**config.mk**
```make
export PLATFORM = sky130hd
export DESIGN_NAME = fft4_frame_loader
export DESIGN_NICKNAME = d
export VERILOG_FILES = /design/src/rtl/fft4_pkg.sv /design/src/rtl/fft4_frame_bank.sv /design/src/rtl/fft4_frame_loader.sv
export SDC_FILE = /design/constraint.sdc
export NUM_CORES = 1
export LEC_CHECK = 0
export BUFFER_PORTS_ARGS = -buffer_cell sky130_fd_sc_hd__buf_2
export CORE_MARGIN = 10
export CORE_UTILIZATION = 45
export CTS_BUF_LIST = sky130_fd_sc_hd__clkbuf_2 sky130_fd_sc_hd__clkbuf_4 sky130_fd_sc_hd__clkbuf_8
export DETAILED_ROUTE_END_ITERATION = 8
export GPL_ROUTABILITY_DRIVEN = 1
export PLACE_DENSITY = 0.71
export RECOVER_POWER = 25
export SETUP_SLACK_MARGIN = 0.15
export SYNTH_ARGS = -nofsm -noshare
export SYNTH_HDL_FRONTEND = slang
export SYNTH_SLANG_ARGS = --single-unit
```
**constraint.sdc**
```tcl
create_clock -name i_clk -period 7.35 [get_ports i_clk]
set_input_delay 1.1025 -clock i_clk [delete_from_list [all_inputs] [get_ports i_clk]]
set_output_delay 1.1025 -clock i_clk [all_outputs]
set_load 0.1 [all_outputs]
```
**src/rtl/fft4_pkg.sv**
```systemverilog
// fft4_pkg
// Shared definitions for the 4-point FFT datapath: frame length, index width,
// default widths and the complex sample type used by fft4 and later stages.
// No ports; imported with "import fft4_pkg::*;".

package fft4_pkg;

  localparam int FRAME_LEN          = 4;
  localparam int IDX_WIDTH          = $clog2(FRAME_LEN);
  localparam int DEFAULT_DATA_WIDTH = 8;
  localparam int DEFAULT_CNT_WIDTH  = 8;

  // "real" is a keyword, hence re/im.
  typedef struct packed {
    logic signed [DEFAULT_DATA_WIDTH-1:0] re;
    logic signed [DEFAULT_DATA_WIDTH-1:0] im;
  } cplx_t;

endpackage

```
**src/rtl/fft4_frame_bank.sv**
```systemverilog
// fft4_frame_bank
// One ping-pong bank of the frame loader: FRAME_LEN complex sample registers
// plus a full flag.
// Ports:
//   i_clk, i_rst            clock, asynchronous active-high reset
//   i_wr_en, i_wr_idx       write one sample into slot i_wr_idx
//   i_wr_real, i_wr_imag    sample being written
//   i_set_full, i_clr_full  mark the bank full (frame complete) / empty (drained)
//   o_full                  bank holds a complete frame
//   o_real, o_imag          register contents, slot 0 = first sample of frame

module fft4_frame_bank
  import fft4_pkg::*;
#(
  parameter int DATA_WIDTH = DEFAULT_DATA_WIDTH
) (
  input  logic                         i_clk,
  input  logic                         i_rst,
  input  logic                         i_wr_en,
  input  logic [IDX_WIDTH-1:0]         i_wr_idx,
  input  logic signed [DATA_WIDTH-1:0] i_wr_real,
  input  logic signed [DATA_WIDTH-1:0] i_wr_imag,
  input  logic                         i_set_full,
  input  logic                         i_clr_full,
  output logic                         o_full,
  output logic signed [DATA_WIDTH-1:0] o_real [FRAME_LEN],
  output logic signed [DATA_WIDTH-1:0] o_imag [FRAME_LEN]
);

  logic signed [DATA_WIDTH-1:0] r_real [FRAME_LEN];
  logic signed [DATA_WIDTH-1:0] r_imag [FRAME_LEN];
  logic                         r_full;

  // The top never sets and clears the same bank in one cycle; set wins
  // anyway so a completed frame can never be lost.
  always_ff @(posedge i_clk or posedge i_rst) begin
    if (i_rst) begin
      for (int k = 0; k < FRAME_LEN; k++) begin
        r_real[k] <= '0;
        r_imag[k] <= '0;
      end
      r_full <= 1'b0;
    end else begin
      if (i_wr_en) begin
        r_real[i_wr_idx] <= i_wr_real;
        r_imag[i_wr_idx] <= i_wr_imag;
      end
      if (i_set_full) begin
        r_full <= 1'b1;
      end else if (i_clr_full) begin
        r_full <= 1'b0;
      end
    end
  end

  assign o_full = r_full;
  assign o_real = r_real;
  assign o_imag = r_imag;

endmodule

```
**src/rtl/fft4_frame_loader.sv**
```systemverilog
// fft4_frame_loader
// Serial-to-parallel front end for fft4. Collects one complex sample per cycle
// into a two-bank ping-pong buffer and presents each complete 4-sample frame
// in parallel. A start-of-frame marker mid-frame discards the partial frame
// and restarts at slot 0, counting the drop.
// Ports:
//   i_clk, i_rst                 clock, asynchronous active-high reset
//   i_s_valid/o_s_ready          input sample handshake
//   i_s_real, i_s_imag, i_s_sof  input sample and frame-index-0 marker
//   o_out{0..3}_{real,imag}      frame samples in arrival order
//   o_out_valid/i_out_ready      frame handshake (fft4.en = valid & ready)
//   o_drop_pulse                 one cycle after a partial frame is discarded
//   o_drop_count                 saturating count of discarded partial frames

module fft4_frame_loader
  import fft4_pkg::*;
#(
  parameter int DATA_WIDTH = DEFAULT_DATA_WIDTH,
  parameter int CNT_WIDTH  = DEFAULT_CNT_WIDTH
) (
  input  logic                         i_clk,
  input  logic                         i_rst,
  input  logic                         i_s_valid,
  output logic                         o_s_ready,
  input  logic signed [DATA_WIDTH-1:0] i_s_real,
  input  logic signed [DATA_WIDTH-1:0] i_s_imag,
  input  logic                         i_s_sof,
  output logic signed [DATA_WIDTH-1:0] o_out0_real,
  output logic signed [DATA_WIDTH-1:0] o_out1_real,
  output logic signed [DATA_WIDTH-1:0] o_out2_real,
  output logic signed [DATA_WIDTH-1:0] o_out3_real,
  output logic signed [DATA_WIDTH-1:0] o_out0_imag,
  output logic signed [DATA_WIDTH-1:0] o_out1_imag,
  output logic signed [DATA_WIDTH-1:0] o_out2_imag,
  output logic signed [DATA_WIDTH-1:0] o_out3_imag,
  output logic                         o_out_valid,
  input  logic                         i_out_ready,
  output logic                         o_drop_pulse,
  output logic [CNT_WIDTH-1:0]         o_drop_count
);

  logic [IDX_WIDTH-1:0] r_wr_idx;
  logic                 r_wr_bank;
  logic                 r_rd_bank;
  logic                 r_drop_pulse;
  logic [CNT_WIDTH-1:0] r_drop_count;

  logic                         w_full      [2];
  logic signed [DATA_WIDTH-1:0] w_bank_real [2][FRAME_LEN];
  logic signed [DATA_WIDTH-1:0] w_bank_imag [2][FRAME_LEN];

  logic                 w_accept;
  logic                 w_realign;
  logic                 w_complete;
  logic                 w_drain;
  logic [IDX_WIDTH-1:0] w_wr_slot;

  // Ready depends only on registered state, never on i_out_ready.
  assign o_s_ready   = !i_rst && !w_full[r_wr_bank];
  assign w_accept    = i_s_valid && o_s_ready;
  assign w_realign   = w_accept && i_s_sof && (r_wr_idx != '0);
  assign w_wr_slot   = w_realign ? '0 : r_wr_idx;
  // A realigned sample lands in slot 0, so it can never complete a frame.
  assign w_complete  = w_accept && !w_realign &&
                       (r_wr_idx == IDX_WIDTH'(FRAME_LEN - 1));
  assign o_out_valid = w_full[r_rd_bank];
  assign w_drain     = o_out_valid && i_out_ready;

  // The write bank and read bank only coincide when that bank is either
  // full (no write) or empty (no drain), so set and clear never collide.
  for (genvar b = 0; b < 2; b++) begin : g_bank
    fft4_frame_bank #(
      .DATA_WIDTH(DATA_WIDTH)
    ) u_bank (
      .i_clk      (i_clk),
      .i_rst      (i_rst),
      .i_wr_en    (w_accept && (r_wr_bank == 1'(b))),
      .i_wr_idx   (w_wr_slot),
      .i_wr_real  (i_s_real),
      .i_wr_imag  (i_s_imag),
      .i_set_full (w_complete && (r_wr_bank == 1'(b))),
      .i_clr_full (w_drain && (r_rd_bank == 1'(b))),
      .o_full     (w_full[b]),
      .o_real     (w_bank_real[b]),
      .o_imag     (w_bank_imag[b])
    );
  end

  // Write pointer, read pointer and drop bookkeeping. Fill of one bank and
  // drain of the other are handled independently in the same cycle.
  always_ff @(posedge i_clk or posedge i_rst) begin
    if (i_rst) begin
      r_wr_idx     <= '0;
      r_wr_bank    <= 1'b0;
      r_rd_bank    <= 1'b0;
      r_drop_pulse <= 1'b0;
      r_drop_count <= '0;
    end else begin
      r_drop_pulse <= w_realign;
      if (w_realign && (r_drop_count != '1)) begin
        r_drop_count <= r_drop_count + CNT_WIDTH'(1);
      end
      if (w_accept) begin
        if (w_complete) begin
          r_wr_idx  <= '0;
          r_wr_bank <= ~r_wr_bank;
        end else begin
          r_wr_idx <= w_wr_slot + IDX_WIDTH'(1);
        end
      end
      if (w_drain) begin
        r_rd_bank <= ~r_rd_bank;
      end
    end
  end

  assign o_drop_pulse = r_drop_pulse;
  assign o_drop_count = r_drop_count;

  assign o_out0_real = w_bank_real[r_rd_bank][0];
  assign o_out1_real = w_bank_real[r_rd_bank][1];
  assign o_out2_real = w_bank_real[r_rd_bank][2];
  assign o_out3_real = w_bank_real[r_rd_bank][3];
  assign o_out0_imag = w_bank_imag[r_rd_bank][0];
  assign o_out1_imag = w_bank_imag[r_rd_bank][1];
  assign o_out2_imag = w_bank_imag[r_rd_bank][2];
  assign o_out3_imag = w_bank_imag[r_rd_bank][3];

endmodule

```
-- After elaboration in Yosys (flattened, before gate mapping)
Index checks and enable logic that the tools add are counted.
- multiplexer cells: 24
- equal/unequal tests: 2
- bitwise logic cells: 5
- shift operators: 0
- add/subtract/negate cells: 2
- order comparisons: 4
- multiply operators: 0
- div/mod/pow operators: 0
- reduce and logical (&&, ||, !) cells: 22
- operators with widths (cell ; count):
    two-way mux 32 bit ; 6
    bitwise mux 32 bit ; 4
    demux 8 bit (select 2 bit) ; 1
    logical AND 1 bit ; 15
    two-way mux 1 bit ; 10
    adder 8 x 1 -> 8 bit, second input constant ; 1
    two-way mux 8 bit ; 1
    != test 8 bit, second input constant ; 1
    nonzero test 2 bit ; 3
    >= comparator 2 bit, second input constant ; 2
    two-way mux 2 bit ; 2
    NOT 1 -> 2 bit ; 2
    >= comparator 3 bit, second input constant ; 1
    zero test 1 bit ; 3
    < comparator 3 x 1 -> 1 bit, second input constant ; 1
    NOT 2 -> 3 bit ; 1
    adder 2 x 1 -> 2 bit, second input constant ; 1
    == test 2 bit, second input constant ; 1
    NOT 1 bit ; 2
    AND reduction 2 bit ; 1
- bits in latches: 0
- output and inout bits: 75
- memory bits (writable): 0
- input bits: 21
- register bits: 143
- word-level logic and storage cells: 82
- memory bits (read-only): 0
- memories: 0

-- Depth between registers and ports, before layout
Gate-level depths: netlist of run 1.
- depth in word-level cells: 16
- depth in mapped cells: 9
- mapped depth without buffers: 7

-- By module
A second synthesis of run 1 with hierarchy kept.
- cell total of the unflattened synthesis: 421
- area, all modules: 6388.6 µm²
- modules (own cells, without submodules) (module ; instances ; area each (µm²) ; cells an instance):
    fft4_frame_bank ; 2 ; 2451.1 ; 140
    fft4_frame_loader ; 1 ; 1486.4 ; 141

-- Worst setup path after synthesis of run 1
Ideal clock, no wire load.
- kind: input to output
- start: in i_rst
- end: out o_s_ready
- arrival: 2.356 ns
- required time: 6.247 ns
- stages on the path: 1
- slack: 3.892 ns
- path through: nor2_1
- cells in the longest elaborated chain, start to end: 2
- ends and longest elaborated chain (what ; RTL line ; RTL):
    start, declared ; fft4_frame_loader.sv:22 ; input logic i_rst,
    zero test 1 bit (no source line) ; -- ;
    logical AND 1 bit ; fft4_frame_loader.sv:59 ; assign o_s_ready = !i_rst && !w_full[r_wr_bank];
    end, declared ; fft4_frame_loader.sv:24 ; output logic o_s_ready,
Every way passes these cells.

==> impl_metrics.toml, run 1 <==
[finish]
multi_input_area_um2 = 2570
nFillCells = 1214
n_antenna_cell = 0
drive_gt1_frac = 0.616
nNetsFinal = 543
layoutNonFillerInstCount = 709
areaGrowthSynthToFinish_pct = 16.8
seqCellArea_um2 = 3580
fin_util = 0.532

[global_routing]
antenna_found_initial = 0
grt_overflow = 0
grt_pass1_vias = 4057
grt_pass1_wl_um = 22300
grt_max_degree = 78
track_usage = 0.144

[floorplanning]
dieHeight_um = 138
row_count = 43
die_w_um = 138
die_area_um2 = 19100
design.portCount = 96
coreArea_um2 = 13800
start_util = 0.455

[sta]
fmax_mhz = 233
tns_ns = 0
maxSlewHeadroom = -0.938
tightest_slew_ns = 2.89
finalMaxSlewViolations = 146
hold_viol = 0
setup_viol = 0
rsz0062_at_grt = "no"
whs_ns = 0.500
min_period_ns = 4.30
finalClockSkew_ns = 0.00855
period_share = 0.585

[hold_path]
hp-class = "flip-flop to flip-flop"

[placement]
dp.cells = 678
detailed_place_hpwl_um = 9070
port-buffer-count = 95
place.gp.congestion = 0.771

[clocking]
clock_sinks = 143
cts_tree = "built"
cts_htree_levels = 4
cts-root-buf = "clkbuf_8"
cts-hold-fix-buffers = 0
post_cts_resize_count = 0
postCtsSetupBuffers = 0
clk_latency_ns = 0.44
clockBufferDepth = 2
cts-buffers-inserted = 17
cts.clk_slew.worst_paths_ns = 0.07

[critical_path]
critPathKind = "input port to asynchronous set/reset pin"
startpoint_type = "input port"
cp-end-kind = "asynchronous set/reset pin"
cp.required_ns = 7.54
arrival_ns = 4.49
path_max_fanout = 77

[synthesis]
synth_warnings = 0
yosys.cell_types.count = 29
netlist_area_um2 = 6270
yosys-top-cells-area = "dfrtp_1 57%, mux2_2 35%, ha_1 1.0%"
ys_seq_area_frac = 0.571
synth_top_area_frac = 0.571
ys_ff_latch = 143
syn_inst = 418
synth_fp_nets = 444
synth_area_leader_cell = "dfrtp_1"
synth.avg_cell_area_um2 = 15.0

[detailed_routing]
wirelength_um = 13600
wire_per_inst_um = 19.2
drt-initial-drc-count = 195
num_vias = 3729
firstDrtPassIters = 4
final_antenna_net_count = 0
viasPerCell = 5.26
post-route-drc-count = 0

[outcome]
failed_checks = "capacitance limit, slew limit"
status = "complete, but fails checks"

[job]
drv_cap = 2
-- path summary, 6_finish.rpt --
path | from | end | slack [ns] | cells past startpoint
max | i_rst | g_bank[1].u_bank.o_real[26] | 3.05 | 3
min | g_bank[1].u_bank.o_imag[26] | g_bank[1].u_bank.o_imag[26] | 0.50 | 1
max reg2reg | r_wr_bank | g_bank[1].u_bank.o_imag[31] | 4.39 | 7
min reg2reg | g_bank[1].u_bank.o_imag[26] | g_bank[1].u_bank.o_imag[26] | 0.50 | 1
max in group i_clk | r_rd_bank | o_out0_imag[7] | 3.93 | 3
min in group asynchronous | i_rst | r_rd_bank | 1.50 | 2
-- synthesized netlist by cell type (all sizes together) --
library cell  instances
nand2                11
buf                  14
xnor2                 1
nand3                 4
a22o                  2
nand2b                3
nor4                  2
nand4                 1
ha                    5
inv                   6
and2                  1
nor4b                 1
a21oi                 2
o21ai                 1
a211oi                1
nor2                  6
nor2b                 1
dfrtp               143
nor3                  5
mux2                196
a31oi                 1
clkbuf                3
and3                  1
or3                   1
xor2                  6
-- critical path, cell delays in order --
cell        delay (ns)
clkbuf_1          0.10
clkinvlp_2        1.64
clkbuf_2          1.57
-- cells by family after synthesis --
logic type               after synthesis  synth area share
XOR/XNOR                               7           0.00978
flip-flops                           143             0.571
buffers and inverters                 23            0.0160
AO/OA/AOI/OAI                          7           0.00739
multiplexers                         196             0.353
adder cells (fa/ha/maj)                5           0.00998
AND/OR/NAND/NOR                       37            0.0333
-- metal layers --
metal / track usage / vias up / wire, µm
met5: 0 / - / 0
met2: 0.239 / 78 / 6850
met3: 0.0452 / 14 / 633
met1: 0.172 / 1944 / 5920
met4: 0.0516 / 0 / 195
li1: - / 1693 / -
-- layout make-up --
class / instances / area share
flip-flops and latches: 143 / 0.489
well taps: 180 / 0.0308
clock buffers: 27 / 0.0499
clock inverters: 4 / 0.00957
inverters: 6 / 0.00325
multi-input cells: 252 / 0.351
repair buffers: 97 / 0.0663
-- flip-flops by register name, indices dropped and copies added, names as in the netlist --
name	flops
r_wr_bank	1
g_bank.u_bank.o_imag	64
r_rd_bank	1
r_wr_idx	2
o_drop_count	8
g_bank.u_bank.o_real	64
g_bank.u_bank.o_full	2
o_drop_pulse	1
-- through the flow --
stage | cell area, µm² | worst slack (ns)
after floorplan | 6270 | 2.41
after global placement | 6910 | 3.63
after detailed placement | 6910 | 3.57
after CTS | 7350 | 3.90
after global routing | 7320 | 2.27
final | 7320 | 3.05
-- cell usage in the layout (no fill, tap or decap), drive strengths merged, types with 3 or more instances in the layout --
cell type	Yosys	routed
xor2	6	6
nor3	5	5
dfrtp	143	143
ha	5	5
mux2	196	196
inv	6	5
nand2b	3	3
nor2	6	6
clkbuf	3	30
buf	14	94
nand3	4	4
nand2	11	11
Power of run 1 is not shown: default switching activity piles up to over one toggle a cycle in this logic, so the estimate is an artifact.
==> run 2: changes to the inputs <==
PLACE_DENSITY = 0.73   (was 0.71)
clock period = 3.8 ns   (was 7.35 ns; I/O delays follow)
==> run 2 against run 1 <==
  * The run still ends with capacitance limit, slew limit left
  * Critical endpoint is now g_bank[1].u_bank.o_real[11]
  * Worst hold slack worse by 0.13 ns
  * Register-to-register slack lost 3.6 ns
  * Via count up 0.32%
  * Cell count increased by 1.3%
==> impl_metrics.toml, run 2 (synthesis gave the netlist of run 1 again) <==
[global_routing]
grt_pass1_vias = 4176
grt_max_degree = 63
grt_pass1_wl_um = 22800
antenna_found_initial = 0
track_usage = 0.148
grt_overflow = 0

[critical_path]
arrival_ns = 3.31
path_max_fanout = 16
cp.required_ns = 4.12
critPathKind = "flip-flop to flip-flop"
startpoint_type = "flip-flop"
cp-end-kind = "flip-flop"

[hold_path]
hp-class = "input port to flip-flop"

[finish]
postLayoutCellArea_um2 = 7400
nFillCells = 1207
areaGrowthSynthToFinish_pct = 18.1
final_cell_mix = "195 x mux2_2, 143 x dfrtp_1, 94 x buf_2"
n_antenna_cell = 0
drive_gt1_frac = 0.626
nNetsFinal = 552
layoutNonFillerInstCount = 718
multi_input_area_um2 = 2590
final_common_cell = "mux2_2"
seqCellArea_um2 = 3580

[sta]
min_period_ns = 2.99
hold_viol = 0
finalMaxSlewViolations = 51
layout_setup_ws_ns = 0.811
finalClockSkew_ns = 0.00735
tightest_slew_ns = 2.31
tns_ns = 0
maxSlewHeadroom = -0.547
rsz0062_at_grt = "no"
setup_viol = 0
fmax_mhz = 335
period_share = 0.787

[placement]
pre_cts_ws_ns = 0.625
port-buffer-count = 95
dp.cells = 687
detailed_place_hpwl_um = 9490
place.gp.congestion = 0.724
dpl_cell_area_um2 = 7000

[floorplanning]
die_area_um2 = 19100
row_count = 43
design.portCount = 96
start_util = 0.455
dieHeight_um = 138
coreArea_um2 = 13800
die_w_um = 138

[detailed_routing]
viasPerCell = 5.21
post-route-drc-count = 0
drt-initial-drc-count = 114
wire_per_inst_um = 19.3
wirelength_um = 13800
final_antenna_net_count = 0
firstDrtPassIters = 4
num_vias = 3741

[outcome]
failed_checks = "capacitance limit, slew limit"
status = "complete, but fails checks"

[clocking]
cts-hold-fix-buffers = 0
clock_sinks = 143
cts-root-buf = "clkbuf_8"
cts_htree_levels = 4
post_cts_resize_count = 0
clk_latency_ns = 0.43
cts.clk_slew.worst_paths_ns = 0.07
cts_tree = "built"
postCtsSetupBuffers = 0
clockBufferDepth = 2
cts-buffers-inserted = 17

[job]
drv_cap = 1
==> run 2: cell count changes in the layout (fill, tap and decap cells not counted), sizes merged <==
cell    previous run  this run
buf               94       105
clkbuf            30        26
clkinv             2         4
==> run 2: path summary, 6_finish.rpt <==
| kind | from | slack, ns | cells after the start | to |
|---|---|---|---|---|
| setup / recovery | r_wr_bank | 0.81 | 7 | g_bank[1].u_bank.o_real[11] |
| hold / removal | i_out_ready | 0.37 | 2 | r_rd_bank |
| setup reg to reg | r_wr_bank | 0.81 | 7 | g_bank[1].u_bank.o_real[11] |
| hold reg to reg | o_drop_count[5] | 0.49 | 1 | o_drop_count[5] |
| max in group asynchronous | i_rst | 1.80 | 3 | g_bank[0].u_bank.o_imag[22] |
| min in group asynchronous | i_rst | 0.75 | 2 | g_bank[1].u_bank.o_full |
==> run 2: metrics by stage <==
step | hold slack (ns) | utilization
floorplan | 0.474 | -
global placement | 0.472 | 0.509
detailed placement | 0.478 | 0.509
CTS | 0.344 | 0.538
global route | 0.364 | 0.537
finish | 0.372 | 0.537
==> run 2: final cells by class <==
type | count | area share
clock buffer | 25 | 0.0440
timing repair buffer | 106 | 0.0786
multi-input combinational | 252 | 0.349
sequential | 143 | 0.484
inverter | 6 | 0.00321
tap | 180 | 0.0304
clock inverter | 6 | 0.0108
==> run 2: routing by layer <==
| metal | share of wire | vias to the layer above | GRT usage |
|---|---|---|---|
| met2 | 0.50 | 69 | 0.245 |
| li1 | - | 1716 | - |
| met4 | 0.013 | 0 | 0.0466 |
| met5 | 0 | - | 0 |
| met1 | 0.44 | 1941 | 0.176 |
| met3 | 0.049 | 15 | 0.0503 |
==> run 2: critical path: stages (launching register included) <==
cell,delay [ns]
dfrtp_1,0.41
mux2_1,0.37
or3_1,0.53
nand2_1,0.20
inv_1,0.09
ha_1,0.20
nand2_1,0.65
mux2_2,0.42
Power of run 2 is left out for the same reason.
==> run 3: changes to the inputs <==
PLACE_DENSITY = 0.71   (was 0.73)
clock period = 3.08 ns   (was 3.8 ns; I/O delays follow)
==> run 3 against run 2 <==
  * The run still ends with capacitance limit, slew limit left
  * Worst setup slack got worse by 0.38 ns
  * First-iteration DRC count grew 27%
  * Die area did not move
  * Worst hold slack worse by 0.26 ns
  * Clock-buffer cell count increased by 2
  * Critical path type is now flip-flop to primary output
  * Critical endpoint is now o_out2_imag[1]
  * Largest cell class unchanged
==> impl_metrics.toml, run 3 (synthesis gave the netlist of run 1 again) <==
[critical_path]
r2r-end = "g_bank[1].u_bank.o_imag[24]"
r2r_cells = 8
critPathKind = "flip-flop to primary output"
startpoint_type = "flip-flop"
cp-end-kind = "primary output"
startpoint = "r_rd_bank"
crit_family = "flip-flops"
cp.required_ns = 2.62
arrival_ns = 2.19
critPathSlowestCell = "dfrtp_2"
cp_num_buf_inv = 2
crit_cells = 3
r2r_slack_ns = 0.49
regToRegStartpoint = "r_wr_bank"
path_max_fanout = 24
max_stage_delay_ns = 0.77
cp-endpoint = "o_out2_imag[1]"
path_cells = "buf_12 > mux2_2 > buf_2"

[floorplanning]
start_util = 0.455
dieHeight_um = 138
row_count = 43
die_area_um2 = 19100
design.portCount = 96
die_w_um = 138
coreArea_um2 = 13800

[sta]
finalMaxSlewViolations = 69
period_share = 0.860
hold_viol = 0
finalClockSkew_ns = 0.00728
tightest_slew_ns = 1.64
maxSlewHeadroom = -0.0927
whs_ns = 0.108
rsz0062_at_grt = "no"
tns_ns = 0
min_period_ns = 2.65
setup_viol = 0
fmax_mhz = 378

[global_routing]
grt_overflow = 0
grt_pass1_vias = 4167
antenna_found_initial = 0
grt_pass1_wl_um = 22500
grt_max_degree = 69
track_usage = 0.147

[finish]
drive_gt1_frac = 0.633
fin_util = 0.542
areaGrowthSynthToFinish_pct = 19.0
layoutNonFillerInstCount = 725
final_cell_mix = "195 x mux2_2, 142 x dfrtp_1, 94 x buf_2"
n_antenna_cell = 0
final_common_cell = "mux2_2"
nNetsFinal = 558

[detailed_routing]
wirelength_um = 13600
post-route-drc-count = 0
wire_per_inst_um = 18.8
firstDrtPassIters = 4
final_antenna_net_count = 0
drt-initial-drc-count = 145
viasPerCell = 5.20
num_vias = 3773

[placement]
place.gp.congestion = 0.755
dp.cells = 693
port-buffer-count = 95
detailed_place_hpwl_um = 9510

[clocking]
cts.clk_slew.worst_paths_ns = 0.08
clock_sinks = 143
cts_tree = "built"
post_cts_resize_count = 0
clk_latency_ns = 0.45
cts_htree_levels = 4
cts-hold-fix-buffers = 0
postCtsSetupBuffers = 0
cts-root-buf = "clkbuf_8"
cts-buffers-inserted = 17
clockBufferDepth = 2

[job]
drv_cap = 1

[hold_path]
hp-class = "input port to asynchronous set/reset pin"

[outcome]
status = "complete, but fails checks"
failed_checks = "capacitance limit, slew limit"
[run 3: metal layers]
metal	wire length [µm]	vias up	GRT usage
met2	6670	91	0.238
met4	230	0	0.0577
li1	-	1724	-
met5	0	-	0
met1	6070	1939	0.179
met3	656	19	0.0459
[run 3: worst register-to-register path, cell delays in order, from the launching register on]
cell and delay [ns]:
dfrtp_1 0.43, mux2_4 0.33, or3_1 0.53, and2_1 0.27, inv_1 0.09, ha_1 0.20, nand2_1 0.06, buf_4 0.24
mux2_2 0.32
[run 3: worst min-delay path by stage]
stage,startpoint,cells after the start,end,slack [ns]
global route,i_rst,2,g_bank[1].u_bank.o_imag[5],0.15
finish,i_rst,2,g_bank[1].u_bank.o_imag[5],0.11
detailed placement,g_bank[1].u_bank.o_real[22],1,g_bank[1].u_bank.o_real[22],0.49
global placement,o_drop_count[5],1,o_drop_count[5],0.47
CTS,i_rst,2,g_bank[1].u_bank.o_imag[5],0.006
floorplan,g_bank[1].u_bank.o_imag[0],1,g_bank[1].u_bank.o_imag[0],0.47
[run 3: cell type report]
| type | count | area (µm²) |
|---|---|---|
| flip-flops and latches | 143 | 3580 |
| repair buffers | 112 | 621 |
| clock buffers | 27 | 347 |
| fillers | 1183 | 6310 |
| multi-input cells | 252 | 2590 |
| well taps | 180 | 225 |
| clock inverters | 5 | 75.1 |
| inverters | 6 | 23.8 |
[run 3: per-stage QoR]
stage | worst slack, ns | cell area (µm²)
finish | 0.432 | 7460
global route | 0.339 | 7460
detailed placement | 0.405 | 7060
floorplan | 0.595 | 6270
CTS | 0.386 | 7480
global placement | 0.497 | 7060
Power of run 3 is left out for the same reason.
